### src/rtl/ps2_mouse_pkg.sv
// Shared types and constants for the PS/2 mouse receiver: frame states,
// header bit positions and the delta saturation helpers.
package ps2_mouse_pkg;

  typedef enum logic [1:0] {IDLE, DATA, PARITY, STOP} frame_st_e;
  typedef logic [1:0] pkt_idx_t;

  localparam int HDR_L    = 0;
  localparam int HDR_R    = 1;
  localparam int HDR_M    = 2;
  localparam int HDR_SYNC = 3;
  localparam int HDR_XS   = 4;
  localparam int HDR_YS   = 5;
  localparam int HDR_XO   = 6;
  localparam int HDR_YO   = 7;

  localparam logic [8:0] SAT_POS = 9'h0FF;
  localparam logic [8:0] SAT_NEG = 9'h100;

  function automatic logic [8:0] sat_delta(input logic sgn, input logic ovf,
                                           input logic [7:0] mag);
    if (ovf) return sgn ? SAT_NEG : SAT_POS;
    return {sgn, mag};
  endfunction

  // -(-256) does not fit in 9 bits, so it clamps to +255
  function automatic logic [8:0] neg_delta(input logic [8:0] v);
    if (v == SAT_NEG) return SAT_POS;
    return ~v + 9'd1;
  endfunction

endpackage

### src/rtl/ps2_mouse_rx_if.sv
// Raw PS/2 lines in, decoded mouse state out.
interface ps2_mouse_rx_if;
  logic       ps2_clk;
  logic       ps2_data;
  logic [8:0] mouse_x;
  logic [8:0] mouse_y;
  logic       mouse_left;
  logic       mouse_right;
  logic       mouse_middle;
  logic       input_pulse;
  logic [7:0] err_count;

  modport master (output ps2_clk, ps2_data,
                  input  mouse_x, mouse_y, mouse_left, mouse_right, mouse_middle,
                         input_pulse, err_count);
  modport slave  (input  ps2_clk, ps2_data,
                  output mouse_x, mouse_y, mouse_left, mouse_right, mouse_middle,
                         input_pulse, err_count);
endinterface

### src/rtl/ps2_rx_byte.sv
// PS/2 byte receiver: sync + run-length filter on both lines, 11-bit frame
// FSM sampling on filtered clock falls, and an inactivity timeout.
module ps2_rx_byte
  import ps2_mouse_pkg::*;
#(
  parameter int FILTER_LEN     = 8,
  parameter int TIMEOUT_CYCLES = 96000
) (
  input  logic       clk,
  input  logic       rst,
  input  logic       ps2_clk,
  input  logic       ps2_data,
  input  logic       pkt_busy,
  output logic [7:0] data_byte,
  output logic       byte_valid,
  output logic       byte_err,
  output logic       timeout
);
  localparam int CW = $clog2(FILTER_LEN + 1);
  localparam int TW = $clog2(TIMEOUT_CYCLES + 1);

  // index 0 = clock line, index 1 = data line
  logic [1:0]         sync1_q, sync2_q, filt_q, filt_d;
  logic [1:0][CW-1:0] fcnt_q, fcnt_d;

  frame_st_e   state_q, state_d;
  logic [2:0]  bit_q, bit_d;
  logic [7:0]  shreg_q, shreg_d;
  logic        par_q, par_d;
  logic        vld_q, vld_d, err_q, err_d, to_q, to_d;
  logic [TW-1:0] tcnt_q, tcnt_d;
  logic        fall, sdat;

  always_comb begin
    for (int i = 0; i < 2; i++) begin
      filt_d[i] = filt_q[i];
      fcnt_d[i] = '0;
      if (sync2_q[i] != filt_q[i]) begin
        if (fcnt_q[i] == CW'(FILTER_LEN - 1)) filt_d[i] = sync2_q[i];
        else                                  fcnt_d[i] = fcnt_q[i] + 1'b1;
      end
    end
  end

  assign fall = filt_q[0] & ~filt_d[0];
  assign sdat = filt_q[1];

  always_comb begin
    state_d = state_q;
    bit_d   = bit_q;
    shreg_d = shreg_q;
    par_d   = par_q;
    vld_d   = 1'b0;
    err_d   = 1'b0;
    to_d    = 1'b0;
    tcnt_d  = tcnt_q;
    if (fall) begin
      tcnt_d = '0;
      case (state_q)
        IDLE:   if (!sdat) begin
                  state_d = DATA;
                  bit_d   = '0;
                  par_d   = 1'b0;
                end
        DATA:   begin
                  shreg_d = {sdat, shreg_q[7:1]};
                  par_d   = par_q ^ sdat;
                  bit_d   = bit_q + 3'd1;
                  if (bit_q == 3'd7) state_d = PARITY;
                end
        // par_q now holds "parity ok" for the stop-bit decision
        PARITY: begin
                  par_d   = par_q ^ sdat;
                  state_d = STOP;
                end
        default: begin
                  vld_d   = sdat & par_q;
                  err_d   = ~(sdat & par_q);
                  state_d = IDLE;
                end
      endcase
    end else if (state_q != IDLE || pkt_busy) begin
      if (tcnt_q == TW'(TIMEOUT_CYCLES - 1)) begin
        tcnt_d  = '0;
        to_d    = 1'b1;
        state_d = IDLE;
      end else begin
        tcnt_d = tcnt_q + 1'b1;
      end
    end else begin
      tcnt_d = '0;
    end
  end

  always_ff @(posedge clk or posedge rst) begin
    if (rst) begin
      sync1_q <= '1;
      sync2_q <= '1;
      filt_q  <= '1;
      fcnt_q  <= '0;
      state_q <= IDLE;
      bit_q   <= '0;
      shreg_q <= '0;
      par_q   <= 1'b0;
      vld_q   <= 1'b0;
      err_q   <= 1'b0;
      to_q    <= 1'b0;
      tcnt_q  <= '0;
    end else begin
      sync1_q <= {ps2_data, ps2_clk};
      sync2_q <= sync1_q;
      filt_q  <= filt_d;
      fcnt_q  <= fcnt_d;
      state_q <= state_d;
      bit_q   <= bit_d;
      shreg_q <= shreg_d;
      par_q   <= par_d;
      vld_q   <= vld_d;
      err_q   <= err_d;
      to_q    <= to_d;
      tcnt_q  <= tcnt_d;
    end
  end

  assign data_byte  = shreg_q;
  assign byte_valid = vld_q;
  assign byte_err   = err_q;
  assign timeout    = to_q;

endmodule

### src/rtl/ps2_mouse_rx.sv
// PS/2 mouse packet decoder: assembles 3-byte packets from ps2_rx_byte and
// publishes saturated signed deltas, buttons and a per-packet toggle.
module ps2_mouse_rx
  import ps2_mouse_pkg::*;
#(
  parameter int FILTER_LEN     = 8,
  parameter int TIMEOUT_CYCLES = 96000,
  parameter bit INVERT_Y       = 1'b0
) (
  input  logic           clk_sys,
  input  logic           reset,
  ps2_mouse_rx_if.slave  bus
);
  logic [7:0] data_byte;
  logic       byte_valid, byte_err, timeout;

  pkt_idx_t   idx_q, idx_d;
  logic [7:0] hdr_q, hdr_d, b1_q, b1_d, b2_q, b2_d;
  logic       commit_q, commit_d;
  logic [8:0] x_q, x_d, y_q, y_d, xs, ys;
  logic [2:0] btn_q, btn_d;
  logic       pulse_q, pulse_d;
  logic [7:0] err_q, err_d;

  ps2_rx_byte #(.FILTER_LEN(FILTER_LEN), .TIMEOUT_CYCLES(TIMEOUT_CYCLES)) u_rx (
    .clk       (clk_sys),
    .rst       (reset),
    .ps2_clk   (bus.ps2_clk),
    .ps2_data  (bus.ps2_data),
    .pkt_busy  (idx_q != 2'd0),
    .data_byte (data_byte),
    .byte_valid(byte_valid),
    .byte_err  (byte_err),
    .timeout   (timeout)
  );

  assign xs = sat_delta(hdr_q[HDR_XS], hdr_q[HDR_XO], b1_q);
  assign ys = sat_delta(hdr_q[HDR_YS], hdr_q[HDR_YO], b2_q);

  always_comb begin
    idx_d    = idx_q;
    hdr_d    = hdr_q;
    b1_d     = b1_q;
    b2_d     = b2_q;
    commit_d = 1'b0;
    x_d      = x_q;
    y_d      = y_q;
    btn_d    = btn_q;
    pulse_d  = pulse_q;
    err_d    = err_q;
    if (byte_err || timeout) begin
      idx_d = 2'd0;
    end else if (byte_valid) begin
      case (idx_q)
        2'd0:    if (data_byte[HDR_SYNC]) begin
                   hdr_d = data_byte;
                   idx_d = 2'd1;
                 end
        2'd1:    begin
                   b1_d  = data_byte;
                   idx_d = 2'd2;
                 end
        default: begin
                   b2_d     = data_byte;
                   commit_d = hdr_q[HDR_SYNC];
                   idx_d    = 2'd0;
                 end
      endcase
    end
    if (commit_q) begin
      x_d     = xs;
      y_d     = INVERT_Y ? neg_delta(ys) : ys;
      btn_d   = {hdr_q[HDR_M], hdr_q[HDR_R], hdr_q[HDR_L]};
      pulse_d = ~pulse_q;
    end
    if ((byte_err || timeout) && err_q != 8'hFF) err_d = err_q + 8'd1;
  end

  always_ff @(posedge clk_sys or posedge reset) begin
    if (reset) begin
      idx_q    <= 2'd0;
      hdr_q    <= '0;
      b1_q     <= '0;
      b2_q     <= '0;
      commit_q <= 1'b0;
      x_q      <= '0;
      y_q      <= '0;
      btn_q    <= '0;
      pulse_q  <= 1'b0;
      err_q    <= '0;
    end else begin
      idx_q    <= idx_d;
      hdr_q    <= hdr_d;
      b1_q     <= b1_d;
      b2_q     <= b2_d;
      commit_q <= commit_d;
      x_q      <= x_d;
      y_q      <= y_d;
      btn_q    <= btn_d;
      pulse_q  <= pulse_d;
      err_q    <= err_d;
    end
  end

  assign bus.mouse_x      = x_q;
  assign bus.mouse_y      = y_q;
  assign bus.mouse_left   = btn_q[0];
  assign bus.mouse_right  = btn_q[1];
  assign bus.mouse_middle = btn_q[2];
  assign bus.input_pulse  = pulse_q;
  assign bus.err_count    = err_q;

endmodule

### src/flat_wrapper.sv
// flat-port wrapper written by rule: the top's interface ports become plain ports
module ps2_mouse_rx_flat import ps2_mouse_pkg::*;
#(
  parameter int FILTER_LEN     = 8,
  parameter int TIMEOUT_CYCLES = 96000,
  parameter bit INVERT_Y       = 1'b0
)
  (clk_sys, reset, bus_ps2_clk, bus_ps2_data, bus_mouse_x, bus_mouse_y, bus_mouse_left, bus_mouse_right, bus_mouse_middle, bus_input_pulse, bus_err_count);
  ps2_mouse_rx_if bus_i ();
  input  logic clk_sys;
  input  logic reset;
  input wire logic [$bits(bus_i.ps2_clk)-1:0] bus_ps2_clk;
  input wire logic [$bits(bus_i.ps2_data)-1:0] bus_ps2_data;
  output wire logic [$bits(bus_i.mouse_x)-1:0] bus_mouse_x;
  output wire logic [$bits(bus_i.mouse_y)-1:0] bus_mouse_y;
  output wire logic [$bits(bus_i.mouse_left)-1:0] bus_mouse_left;
  output wire logic [$bits(bus_i.mouse_right)-1:0] bus_mouse_right;
  output wire logic [$bits(bus_i.mouse_middle)-1:0] bus_mouse_middle;
  output wire logic [$bits(bus_i.input_pulse)-1:0] bus_input_pulse;
  output wire logic [$bits(bus_i.err_count)-1:0] bus_err_count;
  assign bus_i.ps2_clk = bus_ps2_clk;
  assign bus_i.ps2_data = bus_ps2_data;
  assign bus_mouse_x = bus_i.mouse_x;
  assign bus_mouse_y = bus_i.mouse_y;
  assign bus_mouse_left = bus_i.mouse_left;
  assign bus_mouse_right = bus_i.mouse_right;
  assign bus_mouse_middle = bus_i.mouse_middle;
  assign bus_input_pulse = bus_i.input_pulse;
  assign bus_err_count = bus_i.err_count;
  ps2_mouse_rx #(.FILTER_LEN(FILTER_LEN), .TIMEOUT_CYCLES(TIMEOUT_CYCLES), .INVERT_Y(INVERT_Y)) u_core (.clk_sys(clk_sys), .reset(reset), .bus(bus_i));
endmodule
### config.mk
export PLATFORM = sky130hd
export DESIGN_NAME = ps2_mouse_rx_flat
export DESIGN_NICKNAME = d
export VERILOG_FILES = /design/src/rtl/ps2_mouse_pkg.sv /design/src/rtl/ps2_mouse_rx_if.sv /design/src/rtl/ps2_rx_byte.sv /design/src/rtl/ps2_mouse_rx.sv /design/src/flat_wrapper.sv
export SDC_FILE = /design/constraint.sdc
export NUM_CORES = 1
export LEC_CHECK = 0
export ABC_AREA = 1
export BUFFER_PORTS_ARGS = -buffer_cell sky130_fd_sc_hd__buf_2
export CAP_MARGIN = 20
export CORE_AREA = 3 3 105 107
export CTS_CLUSTER_DIAMETER = 150
export DETAILED_ROUTE_END_ITERATION = 10
export DIE_AREA = 0 0 108 110
export GPL_TIMING_DRIVEN = 1
export MAX_ROUTING_LAYER = met4
export PLACE_DENSITY = 0.7
export RECOVER_POWER = 50
export SLEW_MARGIN = 30
export SYNTH_ARGS = -nofsm -noshare
export SYNTH_HDL_FRONTEND = slang
export SYNTH_SLANG_ARGS = --single-unit
### constraint.sdc
create_clock -name clk_sys -period 8.6 [get_ports clk_sys]
set_input_delay 0.43 -clock clk_sys [delete_from_list [all_inputs] [get_ports clk_sys]]
set_output_delay 0.43 -clock clk_sys [all_outputs]
set_load 0.01 [all_outputs]
==> impl_results.md <==
* H-tree Lvls at 3
* Crit-path max FO at 17
* Via-to-Cell Ratio at 4.77
* # DRC at 0
* FILL cells at between 900 and 1000
* Die area at 11900 sq um
* CP Buf/Inv Count at 1
* Clock slew at reported path FFs at around 0.11 ns
* Initial antenna violation count at 0
* WP data arrival at around 2.7 ns
* Drt first pass iters at 4
* Clock root cell: clkbuf_8
* Setup crit start kind: flop
* Worst path max stage delay at between 0.7 and 0.8 ns
* Drt total wl at a little under 8000 um
* Cells after synthesis at around 490
* Most used cell, CP: nand2_1
* Via count at between 3000 and 4000
* Longest Clk Path Bufs at 2
* Share of cells above drive strength 1 at under 10%
* Iteration-0 DRC Markers at ~190
* Top cells by area, synth: dfrtp_1 54%, nand2_1 9.9%, nor2_1 4.9%
* Die height at 110 um
* HP Class: primary input to flop
* Ys async rst share at 100%
* Clock latency on the worst-skew pair at between 0.3 and 0.4 ns
* Synth top area share at 54.3%
* Antenna-violating nets left at 0
* Boundary Pins at 34
* Relative slew slack at between 40% and 50%
* Worst path slowest cell: nor2_1
* Clock sinks at between 100 and 150
* Synth cell count leaders: 120 x nand2_1, 99 x dfrtp_1, 60 x nor2_1
* Clk_skew at 0.00957 ns
* WP data required at 8.90 ns
* # nets final at between 500 and 600
* Area Overhead vs Synth at 9.60%
* Count of pins over their slew limit at 0
* Routed len/inst at about 12 um
* Leak at about 2.3 nW
* Synth warnings at 0
* Core Area at ~10000 sq um
* Min cycle time layout at between 2 and 2.5 ns
* Number of synthesized register bits at 105
* Synth area leader: dfrtp_1
* Max Fclk at between 0.4 and 0.5 GHz
* Gp weighted congestion at about 0.83
* Final Total Pwr at 0.865 mW
* Power Density at around 170 nW/um^2
* Unrepaired setup endpoints after global routing: false
* CP endpoint kind: flop
* Detail Placement HPWL at about 5600 um
* CP top delay family: simple AND/OR/NAND/NOR gates
* Largest net degree at the start of global routing at 90
* Multi-input gate area at 1650 sq um
* CTS tree: yes
* Gr usage total at approximately 15%
* Die Span X at ~110 um
* Syn_nets at about 510
* Final setup fails at 0
* Total grt overflow at 0
* Sequential fraction of the synthesis area at just under 60%
* Worst path cell trace: ha_1 > nand2_1 > nor2_1 > nand2_1 > nor2_1 > nand2_1 > nand2_1 > inv_1 > nand2_1 > nand2_1 > nand2_1
* ANT cells at 0
* Setup TNS at 0 ns
* Final Cycle Share at 27.4%
* Pin slew with the least headroom to its limit at between 0.8 and 0.9 ns
* Main synth FF type: dfrtp_1
* Crit Path Class: flop to flop
* Vias in the first global route at roughly 3100
* Hold Vio Cnt, Final at 0
* CTS Buf Count at 9
* PortBufs at 33
* Synth cell types at 30
* Max_cap viols at 0
* Register area at between 2000 and 3000 sq um
* Synthesized area at 4560 sq um
* Syn Area/Cell at ~9.3 sq um
* Hold slack at 0.149 ns
* Cell row count at 37
* Outcome: complete, no violations
* Core Util, Final at between 40% and 50%
* VDD IR max at about 0.000099 V
* Initial Util at roughly 45%
* Most frequent cell after synthesis: nand2_1
* Global-route wire length before repair at approximately 14000 um
* EDFF count, synth at 0
layer usage:
| metal | wire, um | global-route usage (%) | vias up |
|---|---|---|---|
| met5 | 0 | - | - |
| met2 | 3810 | 25.1 | 43 |
| met4 | 112 | 5.41 | 0 |
| met1 | 3620 | 18.0 | 1526 |
| met3 | 231 | 2.27 | 9 |
| li1 | - | - | 1632 |
flip-flops by register name, indices dropped and copies added, names as in the netlist, 3 cells and up:
name,count
u_core.hdr_q,8
u_core.u_rx.fcnt_q,8
u_core.bus.mouse_y,9
u_core.b2_q,8
u_core.bus.err_count,8
u_core.b1_q,8
u_core.u_rx.bit_q,3
u_core.u_rx.tcnt_q,17
u_core.bus.mouse_x,9
u_core.btn_q,3
u_core.u_rx.data_byte,8
layout by cell type, fill, tap and decap left out, drive strengths merged:
cell and count:
o21ai 43, dlygate4sd3 1, nand2 124, nand3 19, nor3 9, clkinvlp 1, nand3b 2, ha 11
xnor2 6, nor3b 1, nand4 5, xor2 18, clkbuf 39, inv 53, buf 4, nor2 73
dfrtp 99, o21bai 1, dfstp 6, a21oi 18, clkinv 4
logic make-up after synthesis:
group,count (synthesis),synth area share (%)
buffers and inverters,58,5.21
AO/OA/AOI/OAI,62,6.94
AND/OR/NAND/NOR,233,22.5
adder cells (fa/ha/maj),11,3.02
XOR/XNOR,24,4.61
flip-flops,105,57.8
what timing repair did:
action,CTS,global route
resized for setup,0,0
buffers inserted,0,0
hold buffers,1,0
endpoints found under the hold margin,16,0
through the flow:
| stage | std cells | instance area, sq um | setup WS [ns] |
|---|---|---|---|
| floorplan | 493 | 4560 | 5.42 |
| global placement | 656 | 4860 | 6.84 |
| detailed placement | 656 | 4860 | 6.76 |
| CTS | 673 | 5080 | 6.73 |
| global route | 673 | 5000 | 5.87 |
| finish | 673 | 5000 | 6.24 |
where the power goes:
| group | internal [mW] | switching [mW] | leakage, nW |
|---|---|---|---|
| clock network | 0.116 | 0.184 | 0.103 |
| registers | 0.510 | 0.0114 | 1.44 |
| logic | 0.0148 | 0.0276 | 0.802 |
| total | 0.642 | 0.223 | 2.35 |
worst register-to-register path, delay by kind of cell, from the launching register on:
family                     cells  cell delay (ns)
buffers and inverters          1             0.06
and+or+nand+nor                9             1.67
DFF                            1             0.39
adders and majority gates      1             0.18
worst paths after layout:
| path | startpoint | endpoint | slack, ns | depth (start not counted) |
|---|---|---|---|---|
| max | u_core.u_rx.fcnt_q[0]$_DFF_PP0_ | u_core.u_rx.state_q[0]$_DFFE_PP0P_ | 6.24 | 11 |
| min | bus_ps2_data | u_core.u_rx.sync1_q[1]$_DFF_PP1_ | 0.15 | 1 |
| max reg2reg | u_core.u_rx.fcnt_q[0]$_DFF_PP0_ | u_core.u_rx.state_q[0]$_DFFE_PP0P_ | 6.24 | 11 |
| min reg2reg | u_core.u_rx.sync1_q[0]$_DFF_PP1_ | u_core.u_rx.sync2_q[0]$_DFF_PP1_ | 0.36 | 0 |
| max in group asynchronous | reset | u_core.u_rx.fcnt_q[3]$_DFF_PP0_ | 6.77 | 4 |
| min in group asynchronous | reset | u_core.bus.err_count[7]$_DFFE_PP0P_ | 0.68 | 3 |
cell type report:
| type | count | share of cell area [%] |
|---|---|---|
| inverters | 51 | 3.85 |
| clock inverters | 7 | 1.58 |
| clock buffers | 9 | 2.48 |
| repair buffers | 35 | 2.98 |
| multi-input cells | 330 | 33.0 |
| well taps | 136 | 3.40 |
| flip-flops and latches | 105 | 52.7 |
Power figures use the tool's default switching activity.
